[src/rtl/muldiv_pkg.sv]
// Shared types for the HI/LO multiply/divide unit: operation codes and FSM states.
package muldiv_pkg;

  typedef enum logic [2:0] {
    OP_MULT  = 3'd0,
    OP_MULTU = 3'd1,
    OP_DIV   = 3'd2,
    OP_DIVU  = 3'd3,
    OP_MTHI  = 3'd4,
    OP_MTLO  = 3'd5
  } muldiv_op_t;

  typedef enum logic [1:0] {
    IDLE = 2'd0,
    MUL  = 2'd1,
    DIV  = 2'd2,
    FIX  = 2'd3
  } muldiv_state_t;

endpackage

[src/rtl/muldiv_divider.sv]
// Iterative restoring divider on operand magnitudes, DIV_STEPS quotient bits per step,
// with sign correction and divide-by-zero quotient override on the outputs.
module muldiv_divider #(
  parameter int WIDTH     = 32,
  parameter int DIV_STEPS = 1
) (
  input  logic             clk,
  input  logic             reset_n,
  input  logic             load,
  input  logic             step,
  input  logic             clear,
  input  logic             is_signed,
  input  logic [WIDTH-1:0] dividend,
  input  logic [WIDTH-1:0] divisor,
  output logic [WIDTH-1:0] quotient,
  output logic [WIDTH-1:0] remainder,
  output logic             last
);

  localparam int N  = WIDTH / DIV_STEPS;
  localparam int CW = $clog2(N);

  logic [WIDTH-1:0] rem, quo, dvs;
  logic [WIDTH-1:0] rem_nx, quo_nx;
  logic [WIDTH:0]   trial;
  logic [CW-1:0]    cnt;
  logic             q_neg, r_neg, div_zero;
  logic             a_neg, b_neg;

  assign a_neg = is_signed & dividend[WIDTH-1];
  assign b_neg = is_signed & divisor[WIDTH-1];
  assign last  = (cnt == CW'(N - 1));

  always_comb begin
    rem_nx = rem;
    quo_nx = quo;
    trial  = '0;
    for (int unsigned i = 0; i < DIV_STEPS; i++) begin
      trial  = {rem_nx, quo_nx[WIDTH-1]};
      quo_nx = {quo_nx[WIDTH-2:0], 1'b0};
      if (trial >= {1'b0, dvs}) begin
        trial     = trial - {1'b0, dvs};
        quo_nx[0] = 1'b1;
      end
      rem_nx = trial[WIDTH-1:0];
    end
  end

  always_ff @(posedge clk or negedge reset_n) begin
    if (!reset_n) begin
      rem      <= '0;
      quo      <= '0;
      dvs      <= '0;
      cnt      <= '0;
      q_neg    <= 1'b0;
      r_neg    <= 1'b0;
      div_zero <= 1'b0;
    end else if (load) begin
      rem      <= '0;
      quo      <= a_neg ? -dividend : dividend;
      dvs      <= b_neg ? -divisor : divisor;
      cnt      <= '0;
      q_neg    <= a_neg ^ b_neg;
      r_neg    <= a_neg;
      div_zero <= (divisor == '0);
    end else if (clear) begin
      cnt <= '0;
    end else if (step) begin
      rem <= rem_nx;
      quo <= quo_nx;
      cnt <= last ? '0 : cnt + 1'b1;
    end
  end

  // A zero divisor leaves the dividend magnitude in rem, so only the quotient needs overriding.
  assign quotient  = div_zero ? '1 : (q_neg ? -quo : quo);
  assign remainder = r_neg ? -rem : rem;

endmodule

[src/rtl/hilo_muldiv_unit.sv]
// Multi-cycle multiply/divide unit owning HI/LO: FSM, multiply pipeline, abort handling
// and the combinational HI/LO read port.
module hilo_muldiv_unit
  import muldiv_pkg::*;
#(
  parameter int WIDTH       = 32,
  parameter int MUL_LATENCY = 2,
  parameter int DIV_STEPS   = 1
) (
  input  logic             clk,
  input  logic             reset_n,
  input  logic             start,
  input  muldiv_op_t       op,
  input  logic [WIDTH-1:0] op_a,
  input  logic [WIDTH-1:0] op_b,
  input  logic             abort,
  input  logic             rd_sel,
  output logic [WIDTH-1:0] rd_data,
  output logic             busy,
  output logic             done
);

  muldiv_state_t      state;
  logic [WIDTH-1:0]   hi, lo;
  logic [WIDTH-1:0]   mul_a, mul_b;
  logic               mul_signed;
  logic [1:0]         mul_cnt;
  logic [2*WIDTH-1:0] ext_a, ext_b, product;
  logic               accept, div_load, div_last;
  logic [WIDTH-1:0]   div_quo, div_rem;

  assign busy     = (state != IDLE);
  assign accept   = start & ~busy & ~abort;
  assign div_load = accept & ((op == OP_DIV) | (op == OP_DIVU));
  assign rd_data  = rd_sel ? hi : lo;

  // Sign-extend to 2*WIDTH so one truncated multiply serves both MULT and MULTU.
  assign ext_a   = {{WIDTH{mul_signed & mul_a[WIDTH-1]}}, mul_a};
  assign ext_b   = {{WIDTH{mul_signed & mul_b[WIDTH-1]}}, mul_b};
  assign product = ext_a * ext_b;

  muldiv_divider #(
    .WIDTH    (WIDTH),
    .DIV_STEPS(DIV_STEPS)
  ) u_divider (
    .clk      (clk),
    .reset_n  (reset_n),
    .load     (div_load),
    .step     ((state == DIV) & ~abort),
    .clear    (abort),
    .is_signed(op == OP_DIV),
    .dividend (op_a),
    .divisor  (op_b),
    .quotient (div_quo),
    .remainder(div_rem),
    .last     (div_last)
  );

  always_ff @(posedge clk or negedge reset_n) begin
    if (!reset_n) begin
      state      <= IDLE;
      hi         <= '0;
      lo         <= '0;
      done       <= 1'b0;
      mul_a      <= '0;
      mul_b      <= '0;
      mul_signed <= 1'b0;
      mul_cnt    <= '0;
    end else begin
      done <= 1'b0;
      case (state)
        IDLE: begin
          if (accept) begin
            case (op)
              OP_MULT, OP_MULTU: begin
                mul_a      <= op_a;
                mul_b      <= op_b;
                mul_signed <= (op == OP_MULT);
                mul_cnt    <= '0;
                state      <= MUL;
              end
              OP_DIV, OP_DIVU: state <= DIV;
              OP_MTHI:         hi <= op_a;
              OP_MTLO:         lo <= op_a;
              default: ;
            endcase
          end
        end
        MUL: begin
          if (abort) begin
            state   <= IDLE;
            mul_cnt <= '0;
          end else if (mul_cnt == 2'(MUL_LATENCY - 1)) begin
            {hi, lo} <= product;
            done     <= 1'b1;
            mul_cnt  <= '0;
            state    <= IDLE;
          end else begin
            mul_cnt <= mul_cnt + 1'b1;
          end
        end
        DIV: begin
          if (abort)         state <= IDLE;
          else if (div_last) state <= FIX;
        end
        FIX: begin
          if (!abort) begin
            lo   <= div_quo;
            hi   <= div_rem;
            done <= 1'b1;
          end
          state <= IDLE;
        end
        default: state <= IDLE;
      endcase
    end
  end

endmodule

[config.mk]
export PLATFORM = sky130hd
export DESIGN_NAME = hilo_muldiv_unit
export DESIGN_NICKNAME = d
export VERILOG_FILES = /design/src/rtl/muldiv_pkg.sv /design/src/rtl/muldiv_divider.sv /design/src/rtl/hilo_muldiv_unit.sv
export SDC_FILE = /design/constraint.sdc
export NUM_CORES = 2
export LEC_CHECK = 0
export ABC_AREA = 1
export BUFFER_PORTS_ARGS = -buffer_cell sky130_fd_sc_hd__buf_2
export CAP_MARGIN = 0
export CORE_MARGIN = 4
export CORE_UTILIZATION = 30
export CTS_BUF_LIST = sky130_fd_sc_hd__clkbuf_16
export CTS_CLUSTER_DIAMETER = 80
export DETAILED_ROUTE_END_ITERATION = 16
export PLACE_DENSITY = 0.42
export SLEW_MARGIN = 25
export SYNTH_ARGS = -nofsm -noshare
export SYNTH_HDL_FRONTEND = slang
export SYNTH_SLANG_ARGS = --single-unit
[constraint.sdc]
create_clock -name clk -period 10.6 [get_ports clk]
set_input_delay 0 -clock clk [delete_from_list [all_inputs] [get_ports clk]]
set_output_delay 0 -clock clk [all_outputs]
set_load 0.005 [all_outputs]
* Word level (Yosys, flattened, before mapping) *
Index checks and enable logic that the tools add are counted.

word-level totals
  bits in registers = 238
  input bits = 72
  output and inout port bits = 34
  word-level logic and storage cells = 119

operators by class
  add/sub/neg operators = 7
  multipliers = 1
  $lt $le $gt $ge = 1
  equal/unequal tests = 21
  muxes and demuxes = 46
  bitwise logic cells = 12
  reduce and logical (&&, ||, !) cells = 16

operator list
  operator             count
  $mux 32              23
  $pmux 32 s3          2
  $neg 32->32          4
  $mul 33x33->64       1
  $ge 33x32->1         1
  $logic_not 32->1     1
  $sub 32x32->32       1
  $mux 5               4
  $mux 2               9
  $reduce_and 6->1     2
  $and 1x1->1          8
  $ne 2x1->1 const B   4
  $ne 2x2->1 const B   4
  $pmux 2 s2           2
  $pmux 2 s4           1
  $eq 3x2->1 const B   2
  $eq 3x3->1 const B   2
  $reduce_and 3->1     2
  $reduce_bool 2->1    3
  $reduce_bool 3->1    2
  $add 5x1->5 const B  1
  $eq 5x5->1 const B   1
  $eq 2x1->1 const B   2
  $eq 2x2->1 const B   2
  other kinds (15)     20

* Logic depth before layout (Yosys ltp) *
  depth in word-level cells = 7
  mapped depth = 36
  mapped depth without buffers = 34

* Hierarchy *
From an unflattened synthesis, not the netlist that was laid out.

unflattened totals
  cells, all modules = 7736
  area, all modules = 57516.4 µm²

by module, submodules not included
  module            times used  cells each  area an instance (µm²)  seq. area each (µm²)
  hilo_muldiv_unit  1           5974        46896.2                 3353.2
  muldiv_divider    1           1762        10620.2                 2602.5

* Worst setup path before layout *
OpenSTA, ideal clock, no wires.

  kind = reg2reg
  start point = register mul_a[31]
  end point = register hi[31]
  library setup time = 0.077 ns
  arrival time = 7.398 ns
  data required time = 10.523 ns
  setup slack = 3.124 ns
  stages on the path, launching flop included = 32
  path buffers = 2
  period minus slack after synthesis = 7.476 ns
  cell sequence = dfrtp_1 > buf_2 > nand2_1 > inv_1 > clkbuf_1 > nand2_1 > inv_1 > fa_1 > inv_1 > fa_1 > inv_1 > fa_1 > inv_1 > fa_1 > fa_1 > inv_1 > fa_1 > inv_1 > fa_1 > fa_1 > inv_1 > ha_1 > nand2_1 > nor2_1 > nand2_1 > nor4_1 > nand2_1 > nand2_1 > inv_1 > nand2_1 > nand3_1 > a21oi_1

between the ends
  cells in the longest elaborated chain, start to end = 5

RTL lines
  item                    RTL line                 text
  from (decl)             hilo_muldiv_unit.sv:25   logic [WIDTH-1:0] mul_a, mul_b;
  from (signal assigned)  hilo_muldiv_unit.sv:76   mul_a <= op_a;
  $and 1x1->1             hilo_muldiv_unit.sv:38   assign ext_a = {{WIDTH{mul_signed & mul_a[WIDTH-1]}}, mul_a};
  $mul 33x33->64 *        hilo_muldiv_unit.sv:40   assign product = ext_a * ext_b;
  $mux 32 *               hilo_muldiv_unit.sv:93   end else if (mul_cnt == 2'(MUL_LATENCY - 1)) begin
  $mux 32 *               hilo_muldiv_unit.sv:90   if (abort) begin
  $pmux 32 s3 *           hilo_muldiv_unit.sv:71   case (state)
  to (signal assigned)    hilo_muldiv_unit.sv:83   OP_MTHI: hi <= op_a;
  to (signal assigned)    hilo_muldiv_unit.sv:94   {hi, lo} <= product;
  to (signal assigned)    hilo_muldiv_unit.sv:109  hi <= div_rem;
  to (decl)               hilo_muldiv_unit.sv:24   logic [WIDTH-1:0] hi, lo;

Mark *: on every way between the ends. The rest lies on a longest branch, timed or not. The select of a mux whose other input is x is not followed.
A chain may end at the register's enable or synchronous reset.

* Final worst setup path *
  start point = register mul_signed
  end point = register hi[9]

between the ends
  cells in the longest elaborated chain, start to end = 5
  elaborated cells on any way between the ends = 6
  those cells by class = mul (1); mux (3); bitwise (2)

RTL lines
  item                                   RTL line                                        text
  from (decl)                            hilo_muldiv_unit.sv:26                          logic mul_signed;
  from (signal assigned)                 hilo_muldiv_unit.sv:78                          mul_signed <= (op == OP_MULT);
  $and 1x1->1, on equally long branches  hilo_muldiv_unit.sv:38, hilo_muldiv_unit.sv:39
  $mul 33x33->64 *                       hilo_muldiv_unit.sv:40
  $mux 32 *                              hilo_muldiv_unit.sv:93
  $mux 32 *                              hilo_muldiv_unit.sv:90
  $pmux 32 s3 *                          hilo_muldiv_unit.sv:71

Marks and branches as above.

==> results.yml <==
yosys:
  yosys.area_share.simple_pct: 22.0
  async_reset_ff_share_pct: 100
  synthFlopType: "dfrtp_1"
  syn_avg_cell_area_sq_um: 7.37
  synthDistinctLibCells: 56
  syn-num-nets: 9206
  synthCells: 7758
  synth_compound_area_share_pct: 5.68
  synth_edf_count: 0
  ys_ff_latch: 238
  yosysTopAreaCell: "fa_1"
  synthXorXnorAreaFrac_pct: 0.827
  syn-cell-area_sq_mm: 0.0572
  yosys-top-cells-area: "fa_1 (39%), nand2_1 (14%), inv_1 (13%), dfrtp_1 (10%), ha_1 (5.5%)"
  ys_warn_count: 0
  ys_seq_area_share_pct: 10.4
  netlist.area_leader.share_pct: 39.4
  synthMuxAreaShare_pct: 0.158
  synth_top_family_by_area: "adder cells"
  synthAdderAreaFrac_pct: 44.9
clock_tree:
  cts_tree: "done"
  cts_resized: 0
  root_buffer: "clkbuf_16"
  clkSinkCount: 238
  htreeDepth: 2
  clkLatencyLatePin_ns: 0.58
  clockBufferDepth: 3
  cts.clk_slew.worst_paths_ns: 0.06
  numCtsBuffers: 36
worst_setup_path:
  reg2reg_from: "mul_signed$_DFFE_PN0P_"
  max_stage_delay_ns: 0.77
  worst_ep_arrival_time_ns: 9.69
  crit_path_start_kind: "flop"
  critPathMaxFanout: 19
  cp.required_ns: 11.08
  critPathKind: "flop to flop"
  path_buf_inv: 8
  crit_family: "adder cells"
  cp_slowest_cell: "nor3_1"
  path_common_cell: "fa_1"
  cp-end-kind: "flop"
  critPathLaunch: "mul_signed$_DFFE_PN0P_"
layout:
  fin_area_sq_mm: 0.0625
  layout.nets: 9211
  drive_gt1_share_pct: 4.63
  area_growth_pct: 9.28
hold_path:
  hold_class: "input port to flop"
  hold_start: "start"
grt:
  grt_pass1_vias: 51951
  gr-total-overflow: 0
  grt_max_degree: 70
  grt_usage_pct: 22.5
  grt_pass1_wl_microns: 334000
  use_met1_pct: 30.5
  use_met3_pct: 1.90
  antenna_found_initial: 8
  grtUsageMet2_pct: 39.6
  grt.busiest_layer: "met2"
placement:
  routabilityCongestion: 0.927
  placed_area_sq_mm: 0.0604
  hpwl_microns: 186000
  numPortBuffers: 105
route:
  drc: 0
  first_pass_iters: 5
  first_iter_violations: 3426
  wl_per_cell_microns: 21.3
  routed_via_density: 4.73
  vias: 48627
  routed_wl_microns: 219000
  postRouteAntennaNets: 0
sta:
  rsz0062_at_grt: "false"
  skew_ns: 0.0390
  setup_viol: 0
  worst_pin_slew_ns: 1.12
  drv_slew: 0
  finalSetupTns_ns: 0
  fin_crit_ns: 9.22
  fin_crit_sh_pct: 86.9
  timing.slew.headroom_pct: 24.7
  hold_viol: 0
  fmax_mhz: 109
floorplan:
  die_height_microns: 445
  die_width_microns: 445
  num_rows: 159
  die-area_sq_mm: 0.198
  ios: 106
  start_util_pct: 30.3
  core-area_sq_mm: 0.189
job:
  drv_cap: 0
status:
  status: "complete, no violations"
## synth_stat cells, drive strengths merged, types with 3 or more instances
| cell | instances |
|---|---|
| buf | 42 |
| and3 | 3 |
| nand3 | 395 |
| a21oi | 193 |
| a211oi | 5 |
| dfrtp | 238 |
| nand4 | 52 |
| clkinv | 6 |
| nand2 | 2084 |
| a22oi | 8 |
| xor2 | 33 |
| nor4 | 6 |
| mux2 | 8 |
| inv | 2049 |
| clkbuf | 321 |
| a31oi | 4 |
| o21a | 4 |
| xnor2 | 21 |
| o21bai | 22 |
| o211ai | 9 |
| fa | 1126 |
| a21o | 5 |
| o21ai | 287 |
| nor3 | 63 |
| o221ai | 18 |
| o31ai | 10 |
| o22ai | 13 |
| ha | 250 |
| nor2 | 425 |
| nand3b | 16 |
| or2 | 31 |
## cells in the final DEF (no fill, tap or decap), types with 11 or more instances in the layout
master and count:
a21oi_1 193, nand4_1 52, dfrtp_1 236, o21bai_1 22, o221ai_1 18, buf_4 133
fa_1 1126, inv_1 2045, nand2_1 2077, xor2_1 33, or2_2 20, dlygate4sd3_1 89
nor2_1 416, o21ai_0 276, or2_1 11, nand3b_1 16, nor3_1 57, nand3_1 391
buf_2 104, clkinv_1 15, xnor2_1 21, clkbuf_16 36, ha_1 250, o22ai_1 13
## cell families after synthesis
logic type               count (synthesis)
buffers and inverters                 2418
adder cells (fa/ha/maj)               1376
AND/OR/NAND/NOR                       3077
AO/OA/AOI/OAI                          587
XOR/XNOR                                54
flip-flops                             238
multiplexers                             8
## layout make-up
type	instances	area [sq um]
repair buffers	330	2480
inverters	2055	7720
flip-flops and latches	238	5960
multi-input cells	5102	42000
clock buffers	36	901
fillers	20563	126000
well taps	2495	3120
diodes	5	12.5
clock inverters	30	240
## sequential cells by signal (all words and copies together) (netlist names)
name	count
mul_signed	1
u_divider.quo	32
mul_b	32
u_divider.q_neg	1
u_divider.dvs	32
u_divider.rem	32
mul_a	32
u_divider.cnt	5
hi	32
state	2
mul_cnt	2
lo	32
u_divider.r_neg	1
done	1
u_divider.div_zero	1
## metrics by stage
stage | std cells | worst slack, ns | util [%] | hold WS [ns]
2_1_floorplan | 7758 | 3.12 | - | -0.296
3_3_place_gp | 10130 | 1.46 | 32.0 | 0.0196
3_5_place_dp | 10130 | 1.53 | 32.0 | 0.0172
4_1_cts | 10286 | 1.53 | 33.1 | 0.0322
5_1_grt | 10286 | 1.11 | 33.1 | 0.145
6_report | 10291 | 1.38 | 33.1 | 0.0945
## final timing paths
check	endpoint	slack (ns)	depth (start not counted)
setup / recovery	hi[9]$_DFFE_PN0P_	1.38	29
hold / removal	u_divider.r_neg$_DFFE_PN0P_	0.09	7
setup reg to reg	hi[9]$_DFFE_PN0P_	1.38	29
hold reg to reg	mul_a[11]$_DFFE_PN0P_	0.49	2
max in group asynchronous	u_divider.dvs[31]$_DFFE_PN0P_	8.87	4
min in group asynchronous	u_divider.quo[13]$_DFFE_PN0P_	0.45	3
## worst register-to-register path, delay by kind of cell, from the launching register on
family	cells	cell delay [ns]
AND/OR/NAND/NOR	12	2.48
adder cells (fa/ha/maj)	9	4.78
buffers and inverters	8	1.49
flip-flops	1	0.40
## metal layers
metal  up-vias  part of all wire (%)
li1      22541                     -
met5         -                     0
met2      1085                    49
met4         0                   1.8
met3       149                   4.3
met1     24852                    45
## timing repair
| item | CTS | global route |
|---|---|---|
| hold buffers | 90 | 0 |
| setup buffers | 0 | 0 |
| hold endpoints to repair | 193 | 0 |
Power is left out: the tool's default activity adds up to more than one toggle a clock period on the data nets, which glitch-free logic cannot reach.
